## src/rtl/note_seq_if.sv

```systemverilog
// Song ROM and note-player handshake bundle for note_sequencer.
// master = sequencer side; slave = song ROM / player / control side.
interface note_seq_if #(
   parameter int SONG_BITS = 2,
   parameter int NOTE_BITS = 5
);
   logic                           play;
   logic [SONG_BITS-1:0]           song_sel;
   logic [SONG_BITS+NOTE_BITS-1:0] rom_addr;
   logic [11:0]                    rom_data;
   logic [5:0]                     note_to_load;
   logic [5:0]                     duration_to_load;
   logic                           load_new_note;
   logic                           done_with_note;
   logic                           song_done;
   logic [NOTE_BITS-1:0]           note_index;

   modport master (
      input  play, song_sel, rom_data, done_with_note,
      output rom_addr, note_to_load, duration_to_load, load_new_note, song_done, note_index
   );

   modport slave (
      output play, song_sel, rom_data, done_with_note,
      input  rom_addr, note_to_load, duration_to_load, load_new_note, song_done, note_index
   );
endinterface

```

## src/rtl/note_sequencer.sv

```systemverilog
// Walks a song in an external synchronous ROM and feeds note_player one note at a time,
// waiting for the player's done indication between notes; stops on duration 0 or the last slot.
module note_sequencer #(
   parameter int SONG_BITS   = 2,
   parameter int NOTE_BITS   = 5,
   parameter int ROM_LATENCY = 1
) (
   input  logic       clk,
   input  logic       reset,
   note_seq_if.master bus
);
   localparam logic [2:0] IDLE    = 3'd0;
   localparam logic [2:0] FETCH   = 3'd1;
   localparam logic [2:0] ROMWAIT = 3'd2;
   localparam logic [2:0] LOAD    = 3'd3;
   localparam logic [2:0] ARM     = 3'd4;
   localparam logic [2:0] PLAYING = 3'd5;
   localparam logic [2:0] DONE    = 3'd6;

   localparam logic [1:0]           LAT        = 2'(ROM_LATENCY);
   localparam logic [1:0]           ARM_LIMIT  = 2'd2;
   localparam logic [NOTE_BITS-1:0] LAST_INDEX = '1;
   localparam logic [NOTE_BITS-1:0] ONE_INDEX  = {{(NOTE_BITS-1){1'b0}}, 1'b1};

   logic [2:0]                     state_reg;
   logic [SONG_BITS-1:0]           song_reg;
   logic [NOTE_BITS-1:0]           index_reg;
   logic [NOTE_BITS-1:0]           index_next;
   logic [1:0]                     wait_cnt_reg;
   logic [1:0]                     arm_cnt_reg;
   logic [SONG_BITS+NOTE_BITS-1:0] rom_addr_reg;
   logic [5:0]                     note_reg;
   logic [5:0]                     dur_reg;
   logic [NOTE_BITS-1:0]           note_index_reg;

   assign index_next = index_reg + ONE_INDEX;

   always_ff @(posedge clk or negedge reset) begin
      if (!reset) begin
         state_reg      <= IDLE;
         song_reg       <= '0;
         index_reg      <= '0;
         wait_cnt_reg   <= '0;
         arm_cnt_reg    <= '0;
         rom_addr_reg   <= '0;
         note_reg       <= '0;
         dur_reg        <= '0;
         note_index_reg <= '0;
      end else begin
         case (state_reg)
            IDLE: begin
               if (bus.play) begin
                  song_reg     <= bus.song_sel;
                  index_reg    <= '0;
                  rom_addr_reg <= {bus.song_sel, {NOTE_BITS{1'b0}}};
                  state_reg    <= FETCH;
               end
            end
            FETCH: begin
               if (bus.play) begin
                  wait_cnt_reg <= 2'd1;
                  state_reg    <= ROMWAIT;
               end
            end
            ROMWAIT: begin
               // rom_addr has been stable for LAT cycles once the count matches
               if (bus.play) begin
                  if (wait_cnt_reg == LAT) begin
                     if (bus.rom_data[5:0] == 6'd0) begin
                        state_reg <= DONE;
                     end else begin
                        note_reg       <= bus.rom_data[11:6];
                        dur_reg        <= bus.rom_data[5:0];
                        note_index_reg <= index_reg;
                        state_reg      <= LOAD;
                     end
                  end else begin
                     wait_cnt_reg <= wait_cnt_reg + 2'd1;
                  end
               end
            end
            LOAD: begin
               if (bus.play) begin
                  arm_cnt_reg <= '0;
                  state_reg   <= ARM;
               end
            end
            ARM: begin
               // a player that never drops done is given up on after three ARM cycles
               if (!bus.done_with_note || arm_cnt_reg == ARM_LIMIT) begin
                  state_reg <= PLAYING;
               end else begin
                  arm_cnt_reg <= arm_cnt_reg + 2'd1;
               end
            end
            PLAYING: begin
               if (bus.done_with_note) begin
                  if (index_reg == LAST_INDEX) begin
                     state_reg <= DONE;
                  end else begin
                     index_reg    <= index_next;
                     rom_addr_reg <= {song_reg, index_next};
                     state_reg    <= FETCH;
                  end
               end
            end
            DONE: begin
               if (!bus.play) begin
                  state_reg <= IDLE;
               end
            end
            default: state_reg <= IDLE;
         endcase
      end
   end

   // Gating with play keeps a paused LOAD from ever emitting its pulse.
   assign bus.load_new_note    = (state_reg == LOAD) && bus.play;
   assign bus.song_done        = (state_reg == DONE);
   assign bus.rom_addr         = rom_addr_reg;
   assign bus.note_to_load     = note_reg;
   assign bus.duration_to_load = dur_reg;
   assign bus.note_index       = note_index_reg;
endmodule
```

## src/flat_wrapper.sv

```systemverilog
// flat-port wrapper written by rule: the top's interface ports become plain ports
module note_sequencer_flat 
#(
   parameter int SONG_BITS   = 2,
   parameter int NOTE_BITS   = 5,
   parameter int ROM_LATENCY = 1
)
  (clk, reset, bus_play, bus_song_sel, bus_rom_data, bus_done_with_note, bus_rom_addr, bus_note_to_load, bus_duration_to_load, bus_load_new_note, bus_song_done, bus_note_index);
  note_seq_if #(.SONG_BITS(SONG_BITS), .NOTE_BITS(NOTE_BITS)) bus_i ();
  input  logic clk;
  input  logic reset;
  input wire logic [$bits(bus_i.play)-1:0] bus_play;
  input wire logic [$bits(bus_i.song_sel)-1:0] bus_song_sel;
  input wire logic [$bits(bus_i.rom_data)-1:0] bus_rom_data;
  input wire logic [$bits(bus_i.done_with_note)-1:0] bus_done_with_note;
  output wire logic [$bits(bus_i.rom_addr)-1:0] bus_rom_addr;
  output wire logic [$bits(bus_i.note_to_load)-1:0] bus_note_to_load;
  output wire logic [$bits(bus_i.duration_to_load)-1:0] bus_duration_to_load;
  output wire logic [$bits(bus_i.load_new_note)-1:0] bus_load_new_note;
  output wire logic [$bits(bus_i.song_done)-1:0] bus_song_done;
  output wire logic [$bits(bus_i.note_index)-1:0] bus_note_index;
  assign bus_i.play = bus_play;
  assign bus_i.song_sel = bus_song_sel;
  assign bus_i.rom_data = bus_rom_data;
  assign bus_i.done_with_note = bus_done_with_note;
  assign bus_rom_addr = bus_i.rom_addr;
  assign bus_note_to_load = bus_i.note_to_load;
  assign bus_duration_to_load = bus_i.duration_to_load;
  assign bus_load_new_note = bus_i.load_new_note;
  assign bus_song_done = bus_i.song_done;
  assign bus_note_index = bus_i.note_index;
  note_sequencer #(.SONG_BITS(SONG_BITS), .NOTE_BITS(NOTE_BITS), .ROM_LATENCY(ROM_LATENCY)) u_core (.clk(clk), .reset(reset), .bus(bus_i));
endmodule
```

## config.mk

```make
export PLATFORM = sky130hd
export DESIGN_NAME = note_sequencer_flat
export DESIGN_NICKNAME = d
export VERILOG_FILES = /design/src/rtl/note_seq_if.sv /design/src/rtl/note_sequencer.sv /design/src/flat_wrapper.sv
export SDC_FILE = /design/constraint.sdc
export NUM_CORES = 1
export LEC_CHECK = 0
export CORE_MARGIN = 1.5
export CORE_UTILIZATION = 35
export CTS_BUF_LIST = sky130_fd_sc_hd__clkbuf_4 sky130_fd_sc_hd__clkbuf_8 sky130_fd_sc_hd__clkbuf_16
export CTS_CLUSTER_DIAMETER = 50
export DETAILED_ROUTE_END_ITERATION = 6
export SETUP_SLACK_MARGIN = 0.3
export SYNTH_ARGS = -nofsm -noshare
export SYNTH_HDL_FRONTEND = slang
export SYNTH_SLANG_ARGS = --single-unit
```

## constraint.sdc

```tcl
create_clock -name clk -period 4.19 [get_ports clk]
set_clock_uncertainty 0.2 [all_clocks]
set_input_delay 1.257 -clock clk [delete_from_list [all_inputs] [get_ports clk]]
set_output_delay 1.257 -clock clk [all_outputs]
set_load 0.02 [all_outputs]
```

==> key figures, run 1 <==
Route
  • Routed vias: 1243
  • Via density: 5.18
  • Routed WL per cell: 15.1 um
  • DR iter-0 viols: 56
  • Antenna Nets Post-Route: 0
  • Final WL: 3620 um
  • DRC: 0
  • Pre-antenna DRT Iters: 4

Logic synthesis
  • Cell count after synthesis: 140
  • Synth top area cells: dfrtp_1 49%, mux2_4 8.9%, mux2_2 7.3%, mux2_1 4.0%, ha_1 3.0%
  • Top-area cell type share of the netlist area: 48.7%
  • Cell taking the most area after synthesis: dfrtp_1
  • Synth warn: 0
  • Yosys cell types: 39
  • Seq cells post-synth: 33
  • Syn nets: 162
  • Syn avg cell area: 12.1 sq um
  • Post-synthesis sequential area ratio: 48.7%
  • Synth Cell Area: 1690 sq um

Setup path
  • Startpoint Class: input pin
  • Bufs and invs on worst path: 3
  • CP delay by family, top: buffers and inverters
  • Critical path cell sequence: clkdlybuf4s50_1 -> nand4b_1 -> inv_1 -> dlygate4sd2_1
  • Slowest-stage cell, CP: clkdlybuf4s50_1
  • Crit path max fanout: 2
  • Slowest stage delay, CP: 0.48 ns
  • Setup crit end kind: output pin
  • Critical path class: in2out
  • Crit path required time: 2.73 ns
  • CP arrival: 2.26 ns

Clocking
  • CTS Buf Count: 5
  • CTS Hold Bufs: 0
  • Root Buffer: clkbuf_8
  • H-tree depth: 2
  • CTS Buffer Depth: 2
  • Worst-path clk slew: 0.06 ns
  • Clk sinks: 33
  • CTS resizes: 1
  • Post-CTS setup buffer count: 0
  • Worst-Skew Late Latency: 0.28 ns
  • CTS tree: done

Power and ir drop
  • Pwr per Cell Area: 626 nW/um^2
  • Worst IR Drop VDD: 0.269 mV
  • Pleak: 1.01 nW
  • Pwr Total: 1.42 mW

Floorplanning
  • Core area: 4690 sq um
  • Initial Utilization: 36.1%
  • FP Rows: 25
  • Die X: 72.6 um
  • # IOs: 44
  • Die Y: 72.6 um
  • Die Area: 5270 sq um

Final layout
  • Area Growth Syn to Fin: 33.9%
  • Layout Nets: 208
  • Fill cells: 417
  • Register area: 826 sq um
  • Multi-input logic area: 771 sq um
  • Cell Count, Final, Fillers Out: 240
  • Share of cells above drive strength 1: 18.3%
  • Final core utilization: 48.3%
  • ANT cells: 0
  • Final non-filler cell area: 2270 sq um

Placed design
  • Pre-CTS setup slack: 0.208 ns
  • Gpl congestion: 0.808
  • Post-DP HPWL: 2640 um
  • Placed cells: 233
  • Number of I/O port buffers: 43
  • Placed cell areas: 2170 sq um

Global route
  • GR Overflow Total: 0
  • Total GRT Usage: 15.1%
  • Initial antenna violation count: 0
  • Vias in the first global route: 1296
  • Largest net degree at the start of global routing: 34
  • First-pass GRT wire length: 6070 um

STA
  • Crit share post-route: 88.7%
  • Slew HR: 58.9%
  • Fmax: 269 MHz
  • Slew Limit Fails: 0
  • Worst Setup Slack, final: 0.473 ns
  • Final setup TNS: 0 ns
  • Shortest period the worst path allows: 3.72 ns
  • Worst Hold Slack: 0.279 ns
  • Hold Violations, Final: 0
  • Worst-margin pin slew: 0.616 ns
  • RSZ-0062 raised after global routing: false
  • Setup violators final: 0

Flow run
  • Max_cap viols: 0

Hold path
  • Worst Hold Class: reg2reg

Status
  • Status: finished clean
-- cells by family (layout without fill, tap and decap cells) --
logic type | count (synthesis) | count (layout) | synth area share (%)
AND/OR/NAND/NOR | 34 | 34 | 12.6
flip-flops | 33 | 33 | 48.7
multiplexers | 28 | 28 | 20.8
AO/OA/AOI/OAI | 21 | 21 | 9.16
buffers and inverters | 20 | 66 | 5.76
adder cells (fa/ha/maj) | 4 | 4 | 2.95
-- cells in the mapped netlist --
cell type and number:
a2111o_1 1, a211oi_1 1, a21oi_1 1, a21oi_2 1, a22o_1 2, a22oi_1 2, a2bb2oi_1 1, a31o_2 1
a31oi_1 2, a32o_1 1, a41oi_1 1, and3_1 1, buf_6 3, clkbuf_1 4, dfrtp_1 33, ha_1 4
inv_1 13, mux2_1 6, mux2_2 11, mux2_4 10, mux2i_1 1, nand2_1 3, nand2b_1 2, nand2b_4 1
nand3_1 2, nand3b_1 2, nand4b_1 2, nor2_1 6, nor2b_1 4, nor3_1 1, nor4_1 3, nor4b_1 1
nor4bb_1 1, o21ai_0 5, o21bai_1 1, o41ai_1 1, or3_1 1, or3b_1 1, or4_1 3
-- worst reg2reg max path, stage by stage, from the launching register on --
cell,delay (ns)
dfrtp_1,0.44
ha_1,0.25
and3_1,0.19
ha_1,0.25
nand4b_1,0.21
a21oi_2,0.36
mux2_2,0.38
-- per-layer routing --
metal / track usage, % / vias up / part of all wire, %
met5: 0 / - / 0
met4: 6.71 / 0 / 2.0
met3: 4.01 / 6 / 4.0
met2: 25.2 / 31 / 50
met1: 18.3 / 608 / 44
li1: - / 598 / -
-- layout make-up --
| cell class | instances | share of cell area (%) |
|---|---|---|
| Multi-Input combinational cell | 87 | 34.0 |
| Inverter | 13 | 2.15 |
| Timing Repair Buffer | 46 | 19.9 |
| Clock buffer | 5 | 3.03 |
| Sequential cell | 33 | 36.4 |
| Clock inverter | 2 | 1.54 |
| Tap cell | 54 | 2.98 |
-- power breakdown --
group / switching [mW] / internal [mW]
logic: 0.257 / 0.326
clock network: 0.111 / 0.173
registers: 0.120 / 0.433
-- final timing paths --
kind                                       start                             end  slack (ns)  cells after the start
setup / recovery                        bus_play               bus_load_new_note        0.47                      4
hold / removal             u_core.arm_cnt_reg[0]           u_core.arm_cnt_reg[0]        0.28                      1
setup reg to reg             u_core.index_reg[0]          u_core.bus.rom_addr[5]        1.79                      6
hold reg to reg            u_core.arm_cnt_reg[0]           u_core.arm_cnt_reg[0]        0.28                      1
max in group asynchronous                  reset           u_core.arm_cnt_reg[1]        2.29                      2
min in group asynchronous                  reset  u_core.bus.duration_to_load[2]        1.18                      2
-- layout by cell type, fill, tap and decap left out, types with 3 or more instances in the layout --
master and count:
clkdlybuf4s50_1 42, dfrtp_1 33, inv_1 13, mux2_2 11, mux2_4 10, nor2_1 6
mux2_1 6, o21ai_0 5, clkbuf_8 5, nor2b_1 4, ha_1 4, nor4_1 3
nand2_1 3, or4_1 3, buf_4 3
Note: power is estimated with default switching activity, not from simulation.
==> inputs of run 2 (changes only) <==
--- a/config.mk
+++ b/config.mk
@@ -10,6 +10,7 @@
 export CTS_BUF_LIST = sky130_fd_sc_hd__clkbuf_4 sky130_fd_sc_hd__clkbuf_8 sky130_fd_sc_hd__clkbuf_16
 export CTS_CLUSTER_DIAMETER = 50
 export DETAILED_ROUTE_END_ITERATION = 6
+export PLACE_DENSITY = 0.67
 export SETUP_SLACK_MARGIN = 0.3
 export SYNTH_ARGS = -nofsm -noshare
 export SYNTH_HDL_FRONTEND = slang
==> key figures, run 2 (synthesized netlist as in run 1, its figures left out) <==
Route
  • Routed vias: 1248
  • Final WL: 3610 um
  • DRC: 0
  • Antenna Nets Post-Route: 0
  • Via density: 5.18
  • Pre-antenna DRT Iters: 4
  • DR iter-0 viols: 25
  • Routed WL per cell: 15.0 um

Setup path
  • CP delay by family, top: buffers and inverters
  • Levels on crit path: 4
  • Worst setup endpoint: bus_load_new_note
  • Reg2Reg Depth: 6
  • CP arrival: 2.29 ns
  • Bufs and invs on worst path: 3
  • Critical path class: in2out
  • Slowest-stage cell, CP: clkdlybuf4s50_1
  • Reg-to-Reg Start: u_core.index_reg[0]
  • Launch point of the critical path: bus_play
  • Setup crit end kind: output pin
  • Slowest stage delay, CP: 0.48 ns
  • Crit path max fanout: 2
  • Startpoint Class: input pin
  • RR Endpoint: u_core.bus.rom_addr[5]
  • Crit path required time: 2.73 ns
  • R2R Setup Slk: 1.75 ns
  • Critical path cell sequence: clkdlybuf4s50_1 -> nand4b_1 -> inv_1 -> dlygate4sd2_1

Power and ir drop
  • Net switching power: 0.501 mW
  • Worst IR Drop VDD: 0.392 mV
  • Sw frac: 33.4%
  • Pleak: 1.02 nW
  • Pwr Total: 1.50 mW
  • Clock share of power: 24.0%
  • Reg power frac: 36.8%
  • Pint: 0.998 mW
  • Pwr per Cell Area: 651 nW/um^2
  • Combinational share of power: 39.2%

Final layout
  • Most common cell after layout, fill and taps aside: clkdlybuf4s50_1
  • Final core utilization: 49.1%
  • Area Growth Syn to Fin: 35.9%
  • Layout Nets: 208
  • ANT cells: 0
  • Share of cells above drive strength 1: 18.7%
  • Most frequent cells in the layout: 42 x clkdlybuf4s50_1, 33 x dfrtp_1, 13 x inv_1, 11 x mux2_2, 10 x mux2_4
  • Fill cells: 423

Global route
  • Initial antenna violation count: 0
  • GR Overflow Total: 0
  • Largest net degree at the start of global routing: 34
  • Total GRT Usage: 14.7%
  • First-pass GRT wire length: 5950 um
  • Vias in the first global route: 1344

Placed design
  • Number of I/O port buffers: 43
  • Pre-CTS setup slack: 0.176 ns
  • Gpl congestion: 0.757
  • Post-DP HPWL: 2580 um

Status
  • Status: finished clean

Clocking
  • CTS Buf Count: 5
  • H-tree depth: 2
  • Clk sinks: 33
  • Post-CTS setup buffer count: 0
  • Root Buffer: clkbuf_8
  • CTS Buffer Depth: 2
  • CTS Hold Bufs: 0
  • Worst-Skew Late Latency: 0.28 ns
  • CTS resizes: 1
  • CTS tree: done
  • Worst-path clk slew: 0.07 ns

STA
  • Fmax: 267 MHz
  • Slew Limit Fails: 0
  • Slew HR: 56.1%
  • Hold Violations, Final: 0
  • Worst-margin pin slew: 0.652 ns
  • Crit share post-route: 89.5%
  • Worst Setup Slack, final: 0.440 ns
  • RSZ-0062 raised after global routing: false
  • Setup violators final: 0
  • Shortest period the worst path allows: 3.75 ns
  • Final setup TNS: 0 ns

Floorplanning
  • FP Rows: 25
  • Core area: 4690 sq um
  • Die Area: 5270 sq um
  • # IOs: 44
  • Die X: 72.6 um
  • Die Y: 72.6 um
  • Initial Utilization: 36.1%

Hold path
  • Worst Hold Class: reg2reg

Flow run
  • Max_cap viols: 0
run 2: layout make-up:
type | count | area, sq um | share of cell area [%]
Clock buffer | 5 | 68.8 | 2.99
Clock inverter | 3 | 68.8 | 2.99
Inverter | 13 | 48.8 | 2.12
Multi-Input combinational cell | 87 | 771 | 33.5
Sequential cell | 33 | 826 | 35.9
Tap cell | 54 | 67.6 | 2.93
Timing Repair Buffer | 46 | 452 | 19.6
run 2: stage by stage:
step                hold WS (ns)  std cells  area [sq um]
global placement           0.260        233          2170
CTS                        0.282        241          2300
detailed placement         0.272        233          2170
global route               0.317        241          2300
floorplan                  0.251        140          1690
finish                     0.275        241          2300
run 2: layer usage:
layer  vias to the layer above  track usage (%)  part of all wire, %  routed length, um
met5                         -                0                    0                  0
met4                         0             5.66                  1.2                 44
met3                         5             4.14                  6.4                231
met2                        39             24.1                   49               1760
met1                       603             18.3                   44               1580
li1                        601                -                    -                  -
run 2: power by group through the flow:
stage	combinational (mW)	clock, mW	sequential [mW]
after floorplan	0.289	0	0.609
after global placement	0.580	0	0.546
after detailed placement	0.596	0	0.556
after CTS	0.597	0.371	0.552
after global routing	0.628	0.387	0.572
final	0.588	0.360	0.552
run 2: how the worst min path moves through the flow:
stage | from | to | slack [ns] | cells after the start
floorplan | u_core.arm_cnt_reg[0] | u_core.arm_cnt_reg[0] | 0.25 | 1
global placement | u_core.arm_cnt_reg[0] | u_core.arm_cnt_reg[0] | 0.26 | 1
detailed placement | u_core.arm_cnt_reg[0] | u_core.arm_cnt_reg[0] | 0.27 | 1
CTS | u_core.arm_cnt_reg[0] | u_core.arm_cnt_reg[0] | 0.28 | 1
global route | u_core.arm_cnt_reg[0] | u_core.arm_cnt_reg[0] | 0.32 | 1
finish | u_core.arm_cnt_reg[0] | u_core.arm_cnt_reg[0] | 0.28 | 1
==> inputs of run 3 (changes only) <==
--- a/config.mk
+++ b/config.mk
@@ -5,11 +5,13 @@
 export SDC_FILE = /design/constraint.sdc
 export NUM_CORES = 1
 export LEC_CHECK = 0
+export CORE_ASPECT_RATIO = 1.75
 export CORE_MARGIN = 1.5
 export CORE_UTILIZATION = 35
 export CTS_BUF_LIST = sky130_fd_sc_hd__clkbuf_4 sky130_fd_sc_hd__clkbuf_8 sky130_fd_sc_hd__clkbuf_16
 export CTS_CLUSTER_DIAMETER = 50
 export DETAILED_ROUTE_END_ITERATION = 6
+export GPL_TIMING_DRIVEN = 0
 export PLACE_DENSITY = 0.67
 export SETUP_SLACK_MARGIN = 0.3
 export SYNTH_ARGS = -nofsm -noshare
==> key figures, run 3 (synthesized netlist as in run 1, its figures left out) <==
Status
  • Status: finished clean

Setup path
  • Critical path class: in2out
  • RR Endpoint: u_core.bus.rom_addr[4]
  • Slowest-stage cell, CP: dlygate4sd2_1
  • CP delay by family, top: buffers and inverters
  • Reg-to-Reg Start: u_core.index_reg[0]
  • CP arrival: 2.19 ns
  • Slowest stage delay, CP: 0.34 ns
  • Reg2Reg Depth: 6
  • Startpoint Class: input pin
  • Crit path max fanout: 8
  • Most used cell, CP: dlygate4sd2_1
  • Crit path required time: 2.73 ns
  • Setup crit end kind: output pin
  • R2R Setup Slk: 1.79 ns
  • Bufs and invs on worst path: 3
  • Critical path cell sequence: dlygate4sd2_1 -> nand4b_1 -> inv_1 -> dlygate4sd2_1

Clocking
  • Worst-Skew Late Latency: 0.29 ns
  • Root Buffer: clkbuf_8
  • Clk sinks: 33
  • Worst-path clk slew: 0.06 ns
  • Post-CTS setup buffer count: 0
  • CTS Hold Bufs: 0
  • CTS tree: done
  • CTS Buffer Depth: 2
  • H-tree depth: 2
  • CTS Buf Count: 5
  • CTS resizes: 2

Power and ir drop
  • Pleak: 1.03 nW
  • Worst IR Drop VDD: 0.484 mV
  • Pwr per Cell Area: 645 nW/um^2
  • Pwr Total: 1.49 mW

STA
  • Crit share post-route: 87.1%
  • Worst-margin pin slew: 0.718 ns
  • Slew HR: 51.7%
  • Shortest period the worst path allows: 3.65 ns
  • RSZ-0062 raised after global routing: false
  • Worst Hold Slack: 0.288 ns
  • Worst Setup Slack, final: 0.540 ns
  • Hold Violations, Final: 0
  • Slew Limit Fails: 0
  • Fmax: 274 MHz
  • Final setup TNS: 0 ns
  • Setup violators final: 0

Final layout
  • ANT cells: 0
  • Area Growth Syn to Fin: 35.9%
  • Final non-filler cell area: 2300 sq um
  • Fill cells: 418
  • Most common cell after layout, fill and taps aside: clkdlybuf4s50_1
  • Layout Nets: 212
  • Share of cells above drive strength 1: 18.8%
  • Register area: 826 sq um
  • Most frequent cells in the layout: 40 x clkdlybuf4s50_1, 33 x dfrtp_1, 13 x inv_1, 11 x mux2_2, 10 x mux2_4
  • Multi-input logic area: 771 sq um

Route
  • DR iter-0 viols: 20
  • Via density: 5.27
  • DRC: 0
  • Antenna Nets Post-Route: 0
  • Routed WL per cell: 15.7 um
  • Final WL: 3830 um
  • Routed vias: 1281
  • Pre-antenna DRT Iters: 4

Hold path
  • WHS Path Cells: 1
  • Hold endpoint: u_core.arm_cnt_reg[0]
  • Worst Hold Class: reg2reg
  • Min-delay src: u_core.arm_cnt_reg[0]

Placed design
  • Number of I/O port buffers: 43
  • Gpl congestion: 0.857
  • Pre-CTS setup slack: 0.0316 ns
  • Post-DP HPWL: 2960 um
  • Placed cell areas: 2180 sq um

Floorplanning
  • Die Y: 95.0 um
  • # IOs: 44
  • Core area: 4670 sq um
  • Die X: 55.6 um
  • Die Area: 5280 sq um
  • FP Rows: 33
  • Initial Utilization: 36.3%

Global route
  • First-pass GRT wire length: 6250 um
  • Total GRT Usage: 15.5%
  • Largest net degree at the start of global routing: 34
  • GR Overflow Total: 0
  • Initial antenna violation count: 0
  • Vias in the first global route: 1321

Flow run
  • Max_cap viols: 0
[run 3: cell count changes in the layout (fill, tap and decap cells not counted)]
cell             before  now
buf_6                 0    3
clkbuf_8              5    6
clkbuf_4              0    1
clkbuf_1              0    4
bufinv_16             2    1
buf_4                 3    0
dlygate4sd2_1         1    2
inv_6                 1    0
clkdlybuf4s50_1      42   40
buf_2                 0    1
[run 3: worst register-to-register path, cell delays in order, from the launching register on]
cell	delay (ns)
dfrtp_1	0.44
ha_1	0.25
and3_1	0.19
ha_1	0.26
nand4b_1	0.22
a21oi_2	0.35
mux2_2	0.38
[run 3: cell type report]
| cell class | instances | area share (%) |
|---|---|---|
| repair buffers | 43 | 18.4 |
| plain buffers | 7 | 2.12 |
| multi-input cells | 87 | 33.5 |
| clock inverters | 1 | 1.30 |
| flip-flops and latches | 33 | 35.9 |
| clock buffers | 7 | 3.91 |
| inverters | 13 | 2.12 |
| well taps | 52 | 2.83 |
[run 3: through the flow]
step,util [%],instances
6_report,49.3,243
5_1_grt,49.3,243
4_1_cts,49.3,243
3_5_place_dp,46.8,235
3_3_place_gp,46.9,235
2_1_floorplan,-,140
[run 3: worst max-delay path by stage]
stage | startpoint | endpoint | slack, ns | cells past startpoint
after detailed placement | bus_play | bus_load_new_note | 0.03 | 4
after floorplan | bus_play | bus_load_new_note | 1.22 | 2
after global placement | bus_play | bus_load_new_note | 0.03 | 4
final | bus_play | bus_load_new_note | 0.54 | 4
after CTS | bus_play | bus_load_new_note | 0.56 | 4
after global routing | bus_play | bus_load_new_note | 0.48 | 4
[run 3: metal layers]
layer  GRT usage, %  wire length (um)
met5              0                 0
met4           8.54                87
met3           3.53               119
met2           29.0              2280
met1           15.5              1340
[run 3: report_power, final]
group | internal [mW] | total (mW) | switching [mW]
logic | 0.340 | 0.660 | 0.320
registers | 0.434 | 0.513 | 0.0792
clock network | 0.200 | 0.312 | 0.112
total | 0.974 | 1.49 | 0.512
